**config.mk**
```make
export PLATFORM = sky130hd
export DESIGN_NAME = useq_ctrl
export DESIGN_NICKNAME = d
export VERILOG_FILES = /design/src/rtl/useq_pkg.sv /design/src/rtl/useq_decode.sv /design/src/rtl/useq_ctrl.sv
export SDC_FILE = /design/constraint.sdc
export NUM_CORES = 1
export LEC_CHECK = 0
export ABC_AREA = 1
export CAP_MARGIN = 20
export CORE_ASPECT_RATIO = 1.1
export CORE_MARGIN = 4
export CORE_UTILIZATION = 44
export CTS_BUF_LIST = sky130_fd_sc_hd__clkbuf_8
export DETAILED_ROUTE_END_ITERATION = 7
export MAX_ROUTING_LAYER = met4
export PLACE_DENSITY = 0.83
export SLEW_MARGIN = 10
export SYNTH_ARGS = -nofsm -noshare
export SYNTH_HDL_FRONTEND = slang
export SYNTH_SLANG_ARGS = --single-unit
```
**constraint.sdc**
```tcl
create_clock -name clock -period 2.4 [get_ports clock]
set_clock_uncertainty 0.1 [all_clocks]
set_input_delay 0.24 -clock clock [delete_from_list [all_inputs] [get_ports clock]]
set_output_delay 0.24 -clock clock [all_outputs]
set_load 0.01 [all_outputs]
```
**src/rtl/useq_pkg.sv**
```systemverilog
// useq_pkg: shared constants for the micro-sequencer.
// Class codes, state encoding, IR field positions.
package useq_pkg;

  localparam int WIDTH = 16;
  localparam logic [2:0] PC_REG_DEF = 3'd7;

  localparam int CLS_LSB = 13;
  localparam int ALU_LSB = 9;
  localparam int OP2_LSB = 6;
  localparam int OP1_LSB = 3;
  localparam int OP0_LSB = 0;

  localparam logic [2:0] CLS_NOP  = 3'b000;
  localparam logic [2:0] CLS_ALU  = 3'b001;
  localparam logic [2:0] CLS_MOV  = 3'b010;
  localparam logic [2:0] CLS_HALT = 3'b111;

  localparam logic [2:0] ST_FETCH  = 3'd0;
  localparam logic [2:0] ST_INCPC  = 3'd1;
  localparam logic [2:0] ST_EXEC1  = 3'd2;
  localparam logic [2:0] ST_EXEC2  = 3'd3;
  localparam logic [2:0] ST_EXEC3  = 3'd4;
  localparam logic [2:0] ST_HALTED = 3'd5;

  typedef struct packed {
    logic nop;
    logic alu;
    logic mov;
    logic halt;
    logic illegal;
  } cls_t;

  // Class code to one-hot flags; unknown codes are illegal.
  function automatic cls_t cls_of(input logic [2:0] code);
    cls_t c;
    c = '0;
    case (code)
      CLS_NOP:  c.nop = 1'b1;
      CLS_ALU:  c.alu = 1'b1;
      CLS_MOV:  c.mov = 1'b1;
      CLS_HALT: c.halt = 1'b1;
      default:  c.illegal = 1'b1;
    endcase
    return c;
  endfunction

endpackage

```
**src/rtl/useq_decode.sv**
```systemverilog
// useq_decode: instruction register to class
// flags and operand fields, purely combinational.
module useq_decode
  import useq_pkg::*;
(
  input  logic [WIDTH-1:0] ir,
  output cls_t             cls,
  output logic [3:0]       alu_op,
  output logic [2:0]       op0,
  output logic [2:0]       op1,
  output logic [2:0]       op2
);

  assign cls    = cls_of(ir[CLS_LSB +: 3]);
  assign alu_op = ir[ALU_LSB +: 4];
  assign op2    = ir[OP2_LSB +: 3];
  assign op1    = ir[OP1_LSB +: 3];
  assign op0    = ir[OP0_LSB +: 3];

endmodule

```
**src/rtl/useq_ctrl.sv**
```systemverilog
// useq_ctrl: fetch/exec micro-sequencer driving
// the register selector and ALU strobes.
module useq_ctrl
  import useq_pkg::*;
#(
  parameter logic [2:0] PC_REG = PC_REG_DEF
) (
  input  logic             clock,
  input  logic             reset,
  input  logic             stall,
  output logic             memReq,
  input  logic             memAck,
  input  logic [WIDTH-1:0] memData,
  output logic             oe,
  output logic             load,
  output logic [1:0]       oeSourceSel,
  output logic             loadSourceSel,
  output logic [2:0]       useqRegSelOe,
  output logic [2:0]       useqRegSelLoad,
  output logic [2:0]       op0,
  output logic [2:0]       op1,
  output logic [2:0]       op2,
  output logic [3:0]       aluOp,
  output logic             aluLatchA,
  output logic             aluLatchB,
  output logic             pcInc,
  output logic             halted,
  output logic             illegal
);

  logic [2:0]       state;
  logic [2:0]       state_nxt;
  logic [WIDTH-1:0] ir;
  cls_t             cls;
  logic             accept;

  useq_decode u_dec (
    .ir     (ir),
    .cls    (cls),
    .alu_op (aluOp),
    .op0    (op0),
    .op1    (op1),
    .op2    (op2)
  );

  assign accept = (state == ST_FETCH) && memAck && !stall;

  // State and IR; stall freezes both.
  always_ff @(posedge clock) begin
    if (reset) begin
      state <= ST_FETCH;
      ir    <= '0;
    end else if (!stall) begin
      state <= state_nxt;
      if (accept) ir <= memData;
    end
  end

  // Next-state selection.
  always_comb begin
    state_nxt = state;
    case (state)
      ST_FETCH: if (memAck) state_nxt = ST_INCPC;
      ST_INCPC: begin
        unique case (1'b1)
          cls.halt:        state_nxt = ST_HALTED;
          cls.alu,
          cls.mov:         state_nxt = ST_EXEC1;
          cls.nop,
          cls.illegal:     state_nxt = ST_FETCH;
          default:         state_nxt = ST_FETCH;
        endcase
      end
      ST_EXEC1:  state_nxt = cls.alu ? ST_EXEC2 : ST_FETCH;
      ST_EXEC2:  state_nxt = ST_EXEC3;
      ST_EXEC3:  state_nxt = ST_FETCH;
      ST_HALTED: state_nxt = ST_HALTED;
      default:   state_nxt = ST_FETCH;
    endcase
  end

  // Moore outputs, then reset and stall gating.
  always_comb begin
    memReq         = 1'b0;
    oe             = 1'b0;
    load           = 1'b0;
    oeSourceSel    = 2'd0;
    loadSourceSel  = 1'b0;
    useqRegSelOe   = 3'd0;
    useqRegSelLoad = 3'd0;
    aluLatchA      = 1'b0;
    aluLatchB      = 1'b0;
    pcInc          = 1'b0;
    halted         = 1'b0;
    illegal        = 1'b0;
    case (state)
      ST_FETCH: begin
        memReq       = 1'b1;
        oe           = 1'b1;
        useqRegSelOe = PC_REG;
      end
      ST_INCPC: begin
        oe             = 1'b1;
        useqRegSelOe   = PC_REG;
        pcInc          = 1'b1;
        load           = 1'b1;
        useqRegSelLoad = PC_REG;
        illegal        = cls.illegal;
      end
      ST_EXEC1: begin
        if (cls.alu) begin
          oe          = 1'b1;
          oeSourceSel = 2'd2;
          aluLatchA   = 1'b1;
        end else if (cls.mov) begin
          oe            = 1'b1;
          oeSourceSel   = 2'd2;
          load          = 1'b1;
          loadSourceSel = 1'b1;
        end
      end
      ST_EXEC2: begin
        oe          = 1'b1;
        oeSourceSel = 2'd3;
        aluLatchB   = 1'b1;
      end
      ST_EXEC3: begin
        load          = 1'b1;
        loadSourceSel = 1'b1;
      end
      ST_HALTED: halted = 1'b1;
      default: ;
    endcase
    if (stall) load = 1'b0;
    if (reset) begin
      memReq    = 1'b0;
      oe        = 1'b0;
      load      = 1'b0;
      pcInc     = 1'b0;
      aluLatchA = 1'b0;
      aluLatchB = 1'b0;
      illegal   = 1'b0;
    end
  end

endmodule
```
# Word level (Yosys, flattened, before mapping)
# Index checks and enable logic that the tools add are counted.
dict set report classes {
  eq_ne 9
  n_mux 34
  bitwise 1
  n_reduce_logical 12
}
# cell n
set op_table {}
lappend op_table {{$mux 1} 22}
lappend op_table {{$pmux 3 s5} 1}
lappend op_table {{$eq 3x2->1 const B} 3}
lappend op_table {{$eq 3x3->1 const B} 3}
lappend op_table {{$mux 3} 3}
lappend op_table {{$eq 3x1->1 const B} 2}
lappend op_table {{$logic_not 3->1} 2}
lappend op_table {{$mux 2} 3}
lappend op_table {{$pmux 1 s2} 3}
lappend op_table {{$pmux 3 s2} 1}
lappend op_table {{$reduce_or 2->1} 3}
lappend op_table {{$pmux 2 s2} 1}
lappend op_table {{$reduce_and 2->1} 2}
lappend op_table {{$reduce_or 4->1} 1}
lappend op_table {{$reduce_or 3->1} 1}
lappend op_table {{$logic_and 1x1->1} 2}
lappend op_table {{$ne 2x2->1 const B} 1}
lappend op_table {{$logic_not 1->1} 1}
lappend op_table {{$not 1->1} 1}
dict set report totals {
  regBits 19
  input_bits 20
  out_inout_bits 30
  word_cells 58
}

# Longest topological paths before layout
dict set report depth {
  depth_word 7
  depth_mapped 7
  mapped_depth_nobuf 7
}

# Modules after synthesis
# From an unflattened synthesis, not the netlist that was laid out.
dict set report hier_totals {
  hier_cells 153
  area_unflattened_um2 1098.6
}
# mod instances cells_per_inst area_each_um2 seq_area_each_um2
set by_module_without_submodules {}
lappend by_module_without_submodules {useq_ctrl 1 131 960.9 380.4}
lappend by_module_without_submodules {useq_decode 1 22 137.6 0.0}

# Worst setup path before layout
# Ideal clock, no wire load.
dict set report synth_timing {
  path_kind {register to output}
  startpoint {reg state[2]}
  endpoint {out load}
  arrival_ps 1110
  t_required_ps 2060
  slack_ps 950
  path_stages_with_launch 5
  path_buffers 0
  cell_sequence {dfxtp_1 > inv_1 > o21ai_0 > nor2_1 > nor2_1}
}
dict set report synth_between {
  elab_chain_len 5
  elab_cells_between_ends 7
  classes_between {eq/ne: 3; mux: 3; reduce/logical: 1}
}
# item line_no
set synth_rtl {}
lappend synth_rtl {{from (decl)} useq_ctrl.sv:31} ;# logic [2:0] state;
lappend synth_rtl {{from (signal assigned)} useq_ctrl.sv:54} ;# state <= state_nxt;
lappend synth_rtl {{$eq 3x1->1 / $eq 3x3->1 (equally long branches)} useq_ctrl.sv:96} ;# case (state)
lappend synth_rtl {{$reduce_or 2->1 (no source line)} --}
lappend synth_rtl {{$pmux 1 s2 (*)} useq_ctrl.sv:96}
lappend synth_rtl {{$mux 1 (*)} useq_ctrl.sv:134} ;# if (stall) load = 1'b0;
lappend synth_rtl {{$mux 1 (*)} useq_ctrl.sv:135} ;# if (reset) begin
lappend synth_rtl {{to (decl)} useq_ctrl.sv:15} ;# output logic load,
# Mark *: on every way between the ends. The rest lies on a longest branch, timed or not.

# Worst setup path in the final report
dict set report layout_timing {
  startpoint {reg state[1]}
  endpoint {out oe}
}
dict set report layout_between {
  elab_chain_len 4
  elab_cells_between_ends 7
  classes_between {eq/ne: 3; mux: 2; reduce/logical: 2}
}
# item line_no
set layout_rtl {}
lappend layout_rtl {{$eq 3x1->1, or another cell as far along} useq_ctrl.sv:96}
lappend layout_rtl {{$reduce_or 3->1 (no source line)} --}
lappend layout_rtl {{$pmux 1 s2 (*)} useq_ctrl.sv:96}
lappend layout_rtl {{$mux 1 (*)} useq_ctrl.sv:135}
lappend layout_rtl {{to (decl)} useq_ctrl.sv:14} ;# output logic oe,
# Marks and branches as above.

==> results.txt <==
----------------------------------------------------
[Status]
  Outcome ... completed

[Power]
  Power share of the combinational group ... 0.218
  PwrDens ... 513 nW/µm²
  Highest ir drop seen on vdd ... a little under 0.4 mV
  Power spent charging and discharging nets ... 0.187 mW
  Design internal power ... about 0.54 mW
  Part of the power in registers ... 0.480
  Switching part of the total ... 0.257
  Leakage power ... slightly below 0.6 nW
  Clock power frac ... 0.302
  Sum of internal, switching and leakage power ... 0.725 mW

[Floorplanning]
  Placeable core area ... ~2100 µm²
  Y dimension of the die ... 57.8 µm
  Placement Rows ... 17
  Horizontal die dimension ... 53.3 µm
  Number of top-level pins ... 50
  Area enclosed by the die boundary ... ~3000 µm²
  Starting Density ... 0.475

[Detailed routing]
  Number of DRC violations after detailed-routing iteration 0 ... 37
  Remaining design rule violation count ... 0
  Post-route antenna net violation count ... 0
  Detailed-route wire length ... around 2600 µm
  Wire length per cell ... 12.4 µm
  Count of vias placed by the detailed router ... 981
  Drt via density ... around 4.8
  Number of iterations in the first detailed-routing pass ... 5

[Logic synthesis]
  Nets in the synthesized netlist ... 164
  Cells taking the most area after synthesis ... dfxtp_1, nor2_1, buf_4
  Synth unique cells ... 16
  Count of flip-flops with a built-in enable after synthesis ... 0
  Flip-flop and latch count after synthesis ... 19
  Share of async-settable or async-resettable flops after synthesis ... 0
  Proportion of synthesized chip area in sequential cells ... 0.384
  Top cell type's share of synthesized area ... 0.384
  Cell type contributing the most total cell area after synthesis ... dfxtp_1
  Post-synthesis cell count ... roughly 140
  Cell area after synthesis ... 991 µm²
  Count of warnings emitted by yosys ... 0
  Synth top cells by count ... nor2_1, dfxtp_1, o21ai_0
  Cell with the most instances after synthesis ... nor2_1
  Synth Area per Inst ... 6.88 µm²
  Dominant synthesized flop cell ... dfxtp_1

[Global routing]
  First-pass GRT wire length ... slightly above 4000 µm
  Maximum number of pins on one net before global-route repair ... 21
  Initial antenna violation count ... 0
  Vias in the first global route ... 941
  GR Util All Layers ... 0.183
  Global route overflow ... 0

[Worst setup path]
  Critical Path RT ... 2.06 ns
  Type of the worst setup path ... reg -> out
  Worst reg2reg setup slack ... between 0.8 and 0.9 ns
  Crit path capture type ... output port
  Largest stage delay on the critical path ... 0.56 ns
  Cell type of the slowest stage on the worst timing path ... clkdlybuf4s50_1
  Biggest fanout along the worst timing path ... 5
  Critical register-to-register path startpoint ... state[2]
  WP data arrival ... 1.89 ns
  Most Frequent Cell on Critical Path ... nor2_1
  Destination of the worst register-to-register timing path ... ir[2]
  Worst Setup Start Kind ... flip-flop
  Cell-by-cell trace of the critical path ... inv_1 -> nor3_1 -> nand2_1 -> nand3_1 -> nor2_1 -> nor2_1 -> clkdlybuf4s50_1
  Number of cells traversed by the worst register-to-register path ... 5

[Min path]
  Path category of the worst min-delay check ... reg -> reg
  Worst Hold Endpoint ... ir[8]
  Hold path cells ... 2
  Hold path start ... ir[8]

[Timing]
  Worst-case headroom to the max-slew limit ... 0.707
  Worst slew pin tran ... roughly 0.44 ns
  Setup TNS ... 0 ns
  Setup repair after global routing missed its margin ... false
  Final period demand of the worst path ... 2.23 ns
  Maximum operating frequency ... 0.449 GHz
  Fraction of the cycle the final worst path needs ... 0.928
  Number of setup violations in the final report ... 0
  Hold Violations, Final ... 0
  Total count of max-transition violations in the final report ... 0

[Finish]
  Number of antenna diodes ... 0
  Synthesis-to-layout area growth ... 42.7%
  Design Area, Final ... 1410 µm²
  Number of non-filler instances in the completed layout ... 205
  Number of nets in the layout ... 198
  Ratio of cells with drive above 1 in the final layout ... 0.0508

[Clock network]
  Root buf cell ... clkbuf_8
  Clock insertion delay at the later pin of the skew report ... about 0.25 ns
  Number of clock sinks ... 19
  Max H-tree Level ... 1
  Register clock-pin slew on the reported worst setup and hold paths ... 0.07 ns
  Maximum root-to-sink buffer count ... 2
  TritonCTS clock tree ... yes
  TritonCTS buffer count ... 3

[Run]
  Max capacitance violation total ... 0

[Placed design]
  Inst Count DP ... 201
  IO Port Bufs ... 49
  Final Wtd Congestion ... 0.954
  Detailed Place HPWL ... just over 2000 µm
  Instance area after placement ... between 1000 and 1500 µm²

----------------------------------------------------
## state kept, by name (all words and copies together), names as in the netlist
register and flops:
ir 16, state 3
## how the worst max path moves through the flow
| stage | startpoint | to | slack [ns] |
|---|---|---|---|
| floorplan | state[2] | load | 0.95 |
| global placement | reset | load | 0.33 |
| detailed placement | reset | illegal | 0.28 |
| CTS | state[1] | oe | 0.07 |
| global route | state[2] | load | 0.05 |
| finish | state[1] | oe | 0.17 |
## repair_timing
action | CTS | global route
buffers inserted | 0 | 0
setup endpoints to repair | 0 | 1
hold buffers | 0 | 0
resized for setup | 0 | 1
## per-stage QoR
step / util / hold slack, ns / setup slack [ns]
6_report: 0.678 / 0.384 / 0.172
5_1_grt: 0.678 / 0.422 / 0.0497
4_1_cts: 0.678 / 0.388 / 0.0715
3_5_place_dp: 0.655 / 0.374 / 0.278
3_3_place_gp: 0.655 / 0.362 / 0.335
2_1_floorplan: - / 0.209 / 0.950
## critical path, delay by kind of cell (launching register included)
| kind | cells | cell delay (ns) |
|---|---|---|
| buffers and inverters | 2 | 0.67 |
| flip-flops | 1 | 0.40 |
| AND/OR/NAND/NOR | 5 | 0.57 |
## cells in the final DEF (no fill, tap or decap), types with 3 or more instances in the layout
master,Yosys,routed
inv_1,12,12
clkbuf_8,0,3
nor2_1,39,39
nand3_1,7,7
dfxtp_1,19,18
clkdlybuf4s50_1,0,49
nand2_1,16,16
o21ai_0,19,19
a21oi_1,6,6
## logic make-up after synthesis
family          Yosys count  share of synthesized area
simple gates             66                      0.279
flops                    19                      0.384
buf+inv                  34                      0.211
compound gates           25                      0.126
## area by class of cell
type / instances / area, µm²
clock buffer: 3 / 41.3
clock inverter: 1 / 5.00
fill: 207 / 671
inverter: 13 / 51.3
multi-input combinational: 91 / 402
sequential: 19 / 382
tap: 28 / 35.0
timing repair buffer: 50 / 498
## power by group through the flow
stage / combinational, mW / sequential (mW) / clock [mW]
after floorplan: 0.0973 / 0.352 / 0
after global placement: 0.157 / 0.354 / 0
after detailed placement: 0.160 / 0.356 / 0
after CTS: 0.160 / 0.348 / 0.228
after global routing: 0.173 / 0.351 / 0.242
final: 0.158 / 0.348 / 0.219
## layer usage
layer  vias to the layer above  wire, µm  track usage  share of wire
met5                         -         0            -              0
met4                         0        39       0.0657          0.015
met3                         5       188       0.0386          0.074
met2                        47      1310        0.306           0.51
met1                       427      1020        0.211           0.40
li1                        502         -            -              -
Note: power is estimated with default switching activity, not from simulation.
